**config.mk**
```make
export PLATFORM = sky130hd
export DESIGN_NAME = vec_elem_seq
export DESIGN_NICKNAME = d
export VERILOG_FILES = /design/src/rtl/vec_elem_seq.sv
export SDC_FILE = /design/constraint.sdc
export NUM_CORES = 1
export LEC_CHECK = 0
export BUFFER_PORTS_ARGS = -buffer_cell sky130_fd_sc_hd__buf_4
export CORE_MARGIN = 2
export CORE_UTILIZATION = 52
export DETAILED_ROUTE_END_ITERATION = 12
export MAX_ROUTING_LAYER = met4
export PLACE_DENSITY = 0.73
export SLEW_MARGIN = 20
export SYNTH_ARGS = -nofsm -noshare
export SYNTH_HDL_FRONTEND = slang
export SYNTH_SLANG_ARGS = --single-unit
```
**constraint.sdc**
```tcl
create_clock -name clk -period 5.58 [get_ports clk]
set_input_delay 0.837 -clock clk [delete_from_list [all_inputs] [get_ports clk]]
set_output_delay 0.837 -clock clk [all_outputs]
set_load 0.1 [all_outputs]
```
**src/rtl/vec_elem_seq.sv**
```systemverilog
// Element-beat sequencer: splits an accepted vector instruction into DATA_WIDTH-wide
// beats, each tagged with its first element index and a byte-enable mask.
module vec_elem_seq #(
    parameter int VLEN          = 16384,
    parameter int DATA_WIDTH    = 64,
    parameter int VLMAX         = VLEN >> 3,
    parameter int VLEN_B_BITS   = $clog2(VLMAX),
    parameter bit ENABLE_64_BIT = 1'b1
) (
    input  logic                    clk,
    input  logic                    rst,
    input  logic [VLEN_B_BITS:0]    cfg_avl,
    input  logic [1:0]              cfg_sew,
    input  logic                    cfg_vill,
    output logic                    cfg_stall,
    input  logic                    req_valid,
    output logic                    req_ready,
    output logic                    out_valid,
    input  logic                    out_ready,
    output logic [VLEN_B_BITS-1:0]  out_idx,
    output logic [DATA_WIDTH/8-1:0] out_be,
    output logic                    out_last,
    output logic                    done,
    output logic                    err,
    output logic                    busy
);

    localparam int BW = DATA_WIDTH / 8;
    localparam int AW = VLEN_B_BITS + 1;
    localparam int NW = AW + 3;

    typedef enum logic {IDLE, ISSUE} state_e;

    function automatic logic [AW-1:0] epb_of(input logic [1:0] sew);
        return AW'(BW >> sew);
    endfunction

    // A partial beat enables only the bytes covered by the remaining elements.
    function automatic logic [BW-1:0] be_of(input logic [AW-1:0] rem, input logic [1:0] sew);
        logic [NW-1:0] nbytes;
        logic [BW-1:0] be;
        nbytes = NW'(rem) << sew;
        be     = '0;
        if (rem >= epb_of(sew)) begin
            be = '1;
        end else begin
            for (int b = 0; b < BW; b++) begin
                be[b] = (NW'(b) < nbytes);
            end
        end
        return be;
    endfunction

    state_e                 state_q, state_d;
    logic [AW-1:0]          rem_q, rem_d;
    logic [1:0]             sew_q, sew_d;
    logic [VLEN_B_BITS-1:0] idx_q, idx_d;
    logic                   valid_q, valid_d;
    logic [VLEN_B_BITS-1:0] out_idx_q, out_idx_d;
    logic [BW-1:0]          out_be_q, out_be_d;
    logic                   last_q, last_d;
    logic                   done_q, done_d;
    logic                   err_q, err_d;
    logic                   load_beat;

    always_comb begin
        // NOTE: every signal gets a default first so no path leaves one unassigned (no latches).
        state_d   = state_q;
        rem_d     = rem_q;
        sew_d     = sew_q;
        idx_d     = idx_q;
        valid_d   = valid_q;
        out_idx_d = out_idx_q;
        out_be_d  = out_be_q;
        last_d    = last_q;
        done_d    = 1'b0;
        err_d     = 1'b0;
        load_beat = 1'b0;

        case (state_q)
            IDLE: begin
                if (req_valid) begin
                    rem_d = cfg_avl;
                    sew_d = cfg_sew;
                    idx_d = '0;
                    if (cfg_vill || (cfg_sew == 2'b11 && !ENABLE_64_BIT)) begin
                        err_d = 1'b1;
                    end else if (cfg_avl == '0) begin
                        done_d = 1'b1;
                    end else begin
                        state_d   = ISSUE;
                        valid_d   = 1'b1;
                        load_beat = 1'b1;
                    end
                end
            end
            ISSUE: begin
                if (valid_q && out_ready) begin
                    if (last_q) begin
                        state_d = IDLE;
                        valid_d = 1'b0;
                        done_d  = 1'b1;
                    end else begin
                        rem_d     = rem_q - epb_of(sew_q);
                        idx_d     = idx_q + VLEN_B_BITS'(epb_of(sew_q));
                        load_beat = 1'b1;
                    end
                end
            end
            default: state_d = IDLE;
        endcase

        if (load_beat) begin
            out_idx_d = idx_d;
            out_be_d  = be_of(rem_d, sew_d);
            last_d    = (rem_d <= epb_of(sew_d));
        end
    end

    // NOTE: sequential state uses non-blocking assignments so all registers update together.
    always_ff @(posedge clk or posedge rst) begin
        if (rst) begin
            state_q   <= IDLE;
            rem_q     <= '0;
            sew_q     <= '0;
            idx_q     <= '0;
            valid_q   <= 1'b0;
            out_idx_q <= '0;
            out_be_q  <= '0;
            last_q    <= 1'b0;
            done_q    <= 1'b0;
            err_q     <= 1'b0;
        end else begin
            state_q   <= state_d;
            rem_q     <= rem_d;
            sew_q     <= sew_d;
            idx_q     <= idx_d;
            valid_q   <= valid_d;
            out_idx_q <= out_idx_d;
            out_be_q  <= out_be_d;
            last_q    <= last_d;
            done_q    <= done_d;
            err_q     <= err_d;
        end
    end

    assign req_ready = (state_q == IDLE);
    assign cfg_stall = (state_q != IDLE);
    assign busy      = (state_q == ISSUE);
    assign out_valid = valid_q;
    assign out_idx   = out_idx_q;
    assign out_be    = out_be_q;
    assign out_last  = last_q;
    assign done      = done_q;
    assign err       = err_q;

endmodule

```
**Word-level counts from Yosys, hierarchy flattened**

Index checks and enable logic that the tools add are counted.

- Add/subtract/negate cells: 2
- Multipliers: 0
- Divide/modulo/power cells: 0
- Magnitude comparators: 10
- Eq/ne operators: 5
- Shift-type cells: 3
- Mux-type cells: 34
- Bitwise gates (word level): 1
- Reductions and logical operators: 3

Operators with widths:

| cell | number |
|---|---|
| less-than comparator 3 x 15 -> 1 bit, first input constant | 4 |
| 2-to-1 mux 12 bit | 3 |
| 2-to-1 mux 11 bit | 3 |
| less-than comparator 1 x 15 -> 1 bit, first input constant | 2 |
| less-than comparator 2 x 15 -> 1 bit, first input constant | 2 |
| one-hot mux 12 bit (2 select lines) | 1 |
| >> shifter 4 x 2 -> 12 bit, first input constant | 2 |
| one-hot mux 11 bit (2 select lines) | 1 |
| 2-to-1 mux 1 bit | 19 |
| left shift 12 x 2 -> 15 bit | 1 |
| >= comparator 12 bit | 1 |
| <= comparator 12 bit | 1 |
| logical NOT 12 bit | 1 |
| subtractor 12 bit | 1 |
| adder 11 bit | 1 |
| 2-to-1 mux 8 bit | 1 |
| one-hot mux 1 bit (2 select lines) | 4 |
| inequality test 2 bit, second input constant | 3 |
| AND reduction 5 bit | 1 |
| 2-to-1 mux 2 bit | 2 |
| inequality test 2 x 1 -> 1 bit, second input constant | 2 |
| logical AND 1 bit | 1 |
| NOT 1 bit | 1 |

- Bits in registers: 49
- Bits in latches: 0
- RAM bits: 0
- ROM bits: 0
- Input bits: 19
- Output and inout bits: 26
- Logic and storage cells: 68
- Memories kept: 0

**Depth between registers and ports, before layout**

- Depth after elaboration: 8
- Mapped depth: 15
- Gate-level depth less buffers: 15

**Worst setup path after synthesis**

Ideal clock, no wire load.

- Path kind: register to register
- From: register state_q (netlist: busy)
- To: register out_be_q[0] (netlist: out_be[0])
- Library setup time: 0.123 ns
- Arrival time: 3.622 ns
- Data required time: 5.457 ns
- Path slack: 1.835 ns
- Stages on the path, launching flop included: 14
- Buffers on the path: 2
- Period minus slack after synthesis: 3.745 ns
- Cell sequence: dfrtp_1 > buf_2 > nor2b_2 > buf_6 > o2bb2ai_1 > nor2_1 > ha_1 > nand2b_1 > a211o_1 > a31oi_1 > o2111ai_1 > nor3b_1 > and4b_4 > a21oi_2

- Cells in the longest elaborated chain, start to end: 5
- Elaborated cells on any way between the ends: 9
- Classes of those cells: 2 x order compare; 2 x shift; 4 x mux; 1 x bitwise

RTL lines:

| element | line | source |
|---|---|---|
| start: declaration | 54 | `state_e state_q, state_d;` |
| start signal: assignment | 134 | `state_q <= state_d;` |
| NOT 1 bit | - |  |
| one-hot mux 12 bit (2 select lines) | 80 | `case (state_q)` |
| left shift 12 x 2 -> 15 bit | 42 | `nbytes = NW'(rem) << sew;` |
| less-than comparator 1 x 15 -> 1 bit | 48 | `be[b] = (NW'(b) < nbytes);` |
| 2-to-1 mux 8 bit | 44 | `if (rem >= epb_of(sew)) begin` |
| end signal: assignment | 140 | `out_be_q <= out_be_d;` |
| end: declaration | 60 | `logic [BW-1:0] out_be_q, out_be_d;` |

Several ways; a longest one is shown, not always the timed one.
A chain may end at the register's enable or synchronous reset.

**Final worst setup path**

- From: register state_q (netlist: busy)
- To: register out_be_q[0] (netlist: out_be[0])

- Cells in the longest elaborated chain, start to end: 5
- Elaborated cells on any way between the ends: 9
- Classes of those cells: 2 x order compare; 2 x shift; 4 x mux; 1 x bitwise

RTL lines:

| element | line | source |
|---|---|---|
| NOT 1 bit | - |  |
| one-hot mux 12 bit (2 select lines) (*) | 80 |  |
| named net rem_d[1] | 55 | `logic [AW-1:0] rem_q, rem_d;` |
| left shift 12 x 2 -> 15 bit | 42 |  |
| less-than comparator 1 x 15 -> 1 bit | 48 |  |
| 2-to-1 mux 8 bit (*) | 44 |  |

The timed path passes the listed nets; every way through them passes the cells marked *.

==> summary.txt <==
Final layout
  • Diodes inserted: 0
  • Area of the multi-input gates: 1670 µm²
  • Filler Cell Count: 468
  • Register area: 1230 µm²
  • Area grow syn2layout: 14.8%
  • Layout cell share with drive strength beyond 1: 23.2%
  • # nets final: 377

Logic synthesis
  • Simple-Gate Fraction of Synth Area: 22.5%
  • EDFF count, synth: 0
  • Largest family of logic cells by synthesized area: simple AND/OR/NAND/NOR gates
  • Post-synth top area cell: dfrtp_1
  • Post-synth top area share: 40.4%
  • Syn avg cell area: 10.0 µm²
  • Post-synthesis async set-or-reset flop share: 100%
  • Mapped Cells: 303
  • Unique masters post-synth: 68
  • Adder-cell share of the synthesized area: 6.27%
  • Post-synthesis xor/xnor area fraction: 1.44%
  • Synth Net Count: 336
  • Multiplexer share of the synthesized area: 7.92%
  • Synth warn: 0
  • Synth top area cells: dfrtp_1 40%, ha_1 4.9%, mux2i_1 4.9%, nand2_1 3.2%, mux2_2 3.0%
  • Yosys reg bits: 49
  • Register area share after synthesis: 40.4%
  • Top_reg_cell synth: dfrtp_1
  • Post-synth design cell area: 3030 µm²
  • Synth Area in Compound Gates: 16.9%

Global route
  • GR Overflow Total: 0
  • Largest net degree at the start of global routing: 50
  • First-pass GRT wire length: 11400 µm
  • Tot GR Track Use: 23.8%
  • Antenna violations before repair: 0
  • Number of global-route vias before repair: 2358

Pwr
  • Max IR drop VDD: 0.255 mV
  • Leak: 1.59 nW
  • Final Power: 2.06 mW
  • PD cells: 591 nW/µm²

Route
  • Wire per inst: 16.1 µm
  • Vias per cell: 5.76
  • Antenna viol nets, final: 0
  • Post-Route WL: 6730 µm
  • Starting DRT DRC Count: 126
  • Pre-Repair DR Iteration Count: 4
  • Vias: 2403
  • DRC: 0

STA
  • Setup_tns: 0 ns
  • Final critical-path required period: 3.97 ns
  • Fin. Hold Viols: 0
  • FMAX: 252 MHz
  • Final setup fails: 0
  • Fin crit share: 71.2%
  • Setup Skew: 0.0102 ns
  • Worst slew pin tran: 0.847 ns
  • Worst relative slew slack: 43.5%
  • RSZ-0062 raised after global routing: no
  • Pins Over Slew Limit: 0

Floorplan
  • Core Box Area: 5570 µm²
  • Initial core utilization: 54.4%
  • I/O pins: 45
  • Total Die Area: 6460 µm²
  • Die H: 80.4 µm
  • FP Rows: 27
  • Die W: 80.4 µm

Worst setup path
  • CP Max Fanout: 24
  • CP max-delay cell: dfrtp_1
  • Crit Path Class: reg2reg
  • Critical path cell sequence: nand2b_4 -> nand2_1 -> o221ai_1 -> inv_1 -> ha_1 -> a211o_1 -> a31oi_1 -> o2111ai_1 -> nor3b_1 -> and4b_4 -> a21oi_2
  • WP data required: 5.80 ns
  • Worst path top cell family by delay: simple AND/OR/NAND/NOR gates
  • Startpoint types: flip-flop
  • CP arrival: 4.19 ns
  • Crit. End Element: flip-flop
  • Reg2Reg Capture Point: out_be[0]
  • Crit path buf inv count: 1
  • Worst reg2reg setup slack: 1.61 ns
  • R2R cell count: 11
  • Reg2Reg Launch Point: busy
  • CP peak stage delay: 0.85 ns

Clock network
  • Clk_lat worst skew: 0.32 ns
  • Root Buffer: clkbuf_8
  • Clock sink count: 49
  • # resized after CTS: 0
  • CTS tree: built
  • CTS buffer count: 5
  • Setup bufs post-CTS: 0
  • Clk buf depth: 2
  • Hold buffers post-CTS: 0
  • Clock H-tree levels: 2
  • Clock-pin slew on the worst setup and hold paths: 0.10 ns

Min path
  • WHS Endpoint: idx_q[10]
  • Min-delay src: idx_q[10]
  • Hold WC Path Type: reg2reg
  • Number of cells on the worst hold path: 1

Outcome
  • Status: completed

Run
  • Max Cap Viol: 0

Placed design
  • Dpl hpwl: 5060 µm
  • IO Port Bufs: 44
  • GPL Wtd Cong: 0.881
metal layers:
metal / routed length (µm) / GRT usage, % / share of wire [%] / vias to the layer above
met2: 3080 / 35.2 / 46 / 77
li1: - / - / - / 1172
met3: 407 / 4.83 / 6.1 / 10
met4: 114 / 8.64 / 1.7 / 0
met5: 0 / - / 0 / -
met1: 3120 / 32.5 / 46 / 1144
cells in the mapped netlist (all sizes together) (3+ instances only):
master	number
nor2	25
or2	3
mux2i	15
ha	12
nand2	26
nor3	9
nand3	4
a31oi	4
inv	20
a21o	5
o31ai	3
mux2	8
nor4	5
o21a	5
xor2	3
o22a	5
a211oi	5
nor2b	12
nand4	4
or4	3
nand2b	9
buf	8
a21oi	7
dfrtp	49
o21ai	13
final cells by class:
type / instances / share of cell area [%]
timing repair buffer: 44 / 9.49
clock inverter: 3 / 0.611
tap: 72 / 2.59
inverter: 20 / 2.19
sequential: 49 / 35.2
multi-input combinational: 224 / 47.9
clock buffer: 5 / 1.98
registers in the layout, indices dropped and copies added, names as in the netlist:
name	cells
idx_q	11
out_idx	11
out_valid	1
busy	1
err	1
done	1
out_be	8
rem_q	12
out_last	1
sew_q	2
cell usage in the layout (no fill, tap or decap), drive strengths merged, types with 12 or more instances in the layout:
cell type | Yosys | routed
dfrtp | 49 | 49
buf | 8 | 44
nand2 | 26 | 26
nor2 | 25 | 25
inv | 20 | 20
mux2i | 15 | 15
o21ai | 13 | 13
ha | 12 | 12
nor2b | 12 | 12
worst max path at each step:
stage                   start  depth (start not counted)        end  slack, ns
global placement    req_valid                         11  out_be[0]       1.59
finish                   busy                         11  out_be[0]       1.61
global route             busy                         11  out_be[0]       1.30
CTS                      busy                         11  out_be[0]       1.65
detailed placement  req_valid                         11  out_be[0]       1.40
floorplan                busy                         13  out_be[0]       1.84
power breakdown:
group          leakage (nW)  switching (mW)  total, mW  internal, mW
Clock                0.0445           0.131      0.221        0.0892
Sequential            0.589           0.111      0.561         0.449
Combinational         0.961           0.832       1.28         0.444
logic make-up after synthesis:
family,count (synthesis)
xor+xnor,5
fa+ha+maj,14
simple gates,115
buf+inv,30
compound gates,67
mux,23
flops,49
per-stage QoR:
| step | std cells | util, % | cell area [µm²] | setup slack [ns] | hold WS (ns) |
|---|---|---|---|---|---|
| 6_report | 417 | 62.5 | 3480 | 1.61 | 0.480 |
| 5_1_grt | 417 | 62.5 | 3480 | 1.30 | 0.509 |
| 4_1_cts | 417 | 62.4 | 3480 | 1.65 | 0.480 |
| 3_5_place_dp | 409 | 60.8 | 3390 | 1.40 | 0.466 |
| 3_3_place_gp | 409 | 60.8 | 3390 | 1.59 | 0.452 |
| 2_1_floorplan | 303 | - | 3030 | 1.84 | 0.438 |
Power figures use the tool's default switching activity.
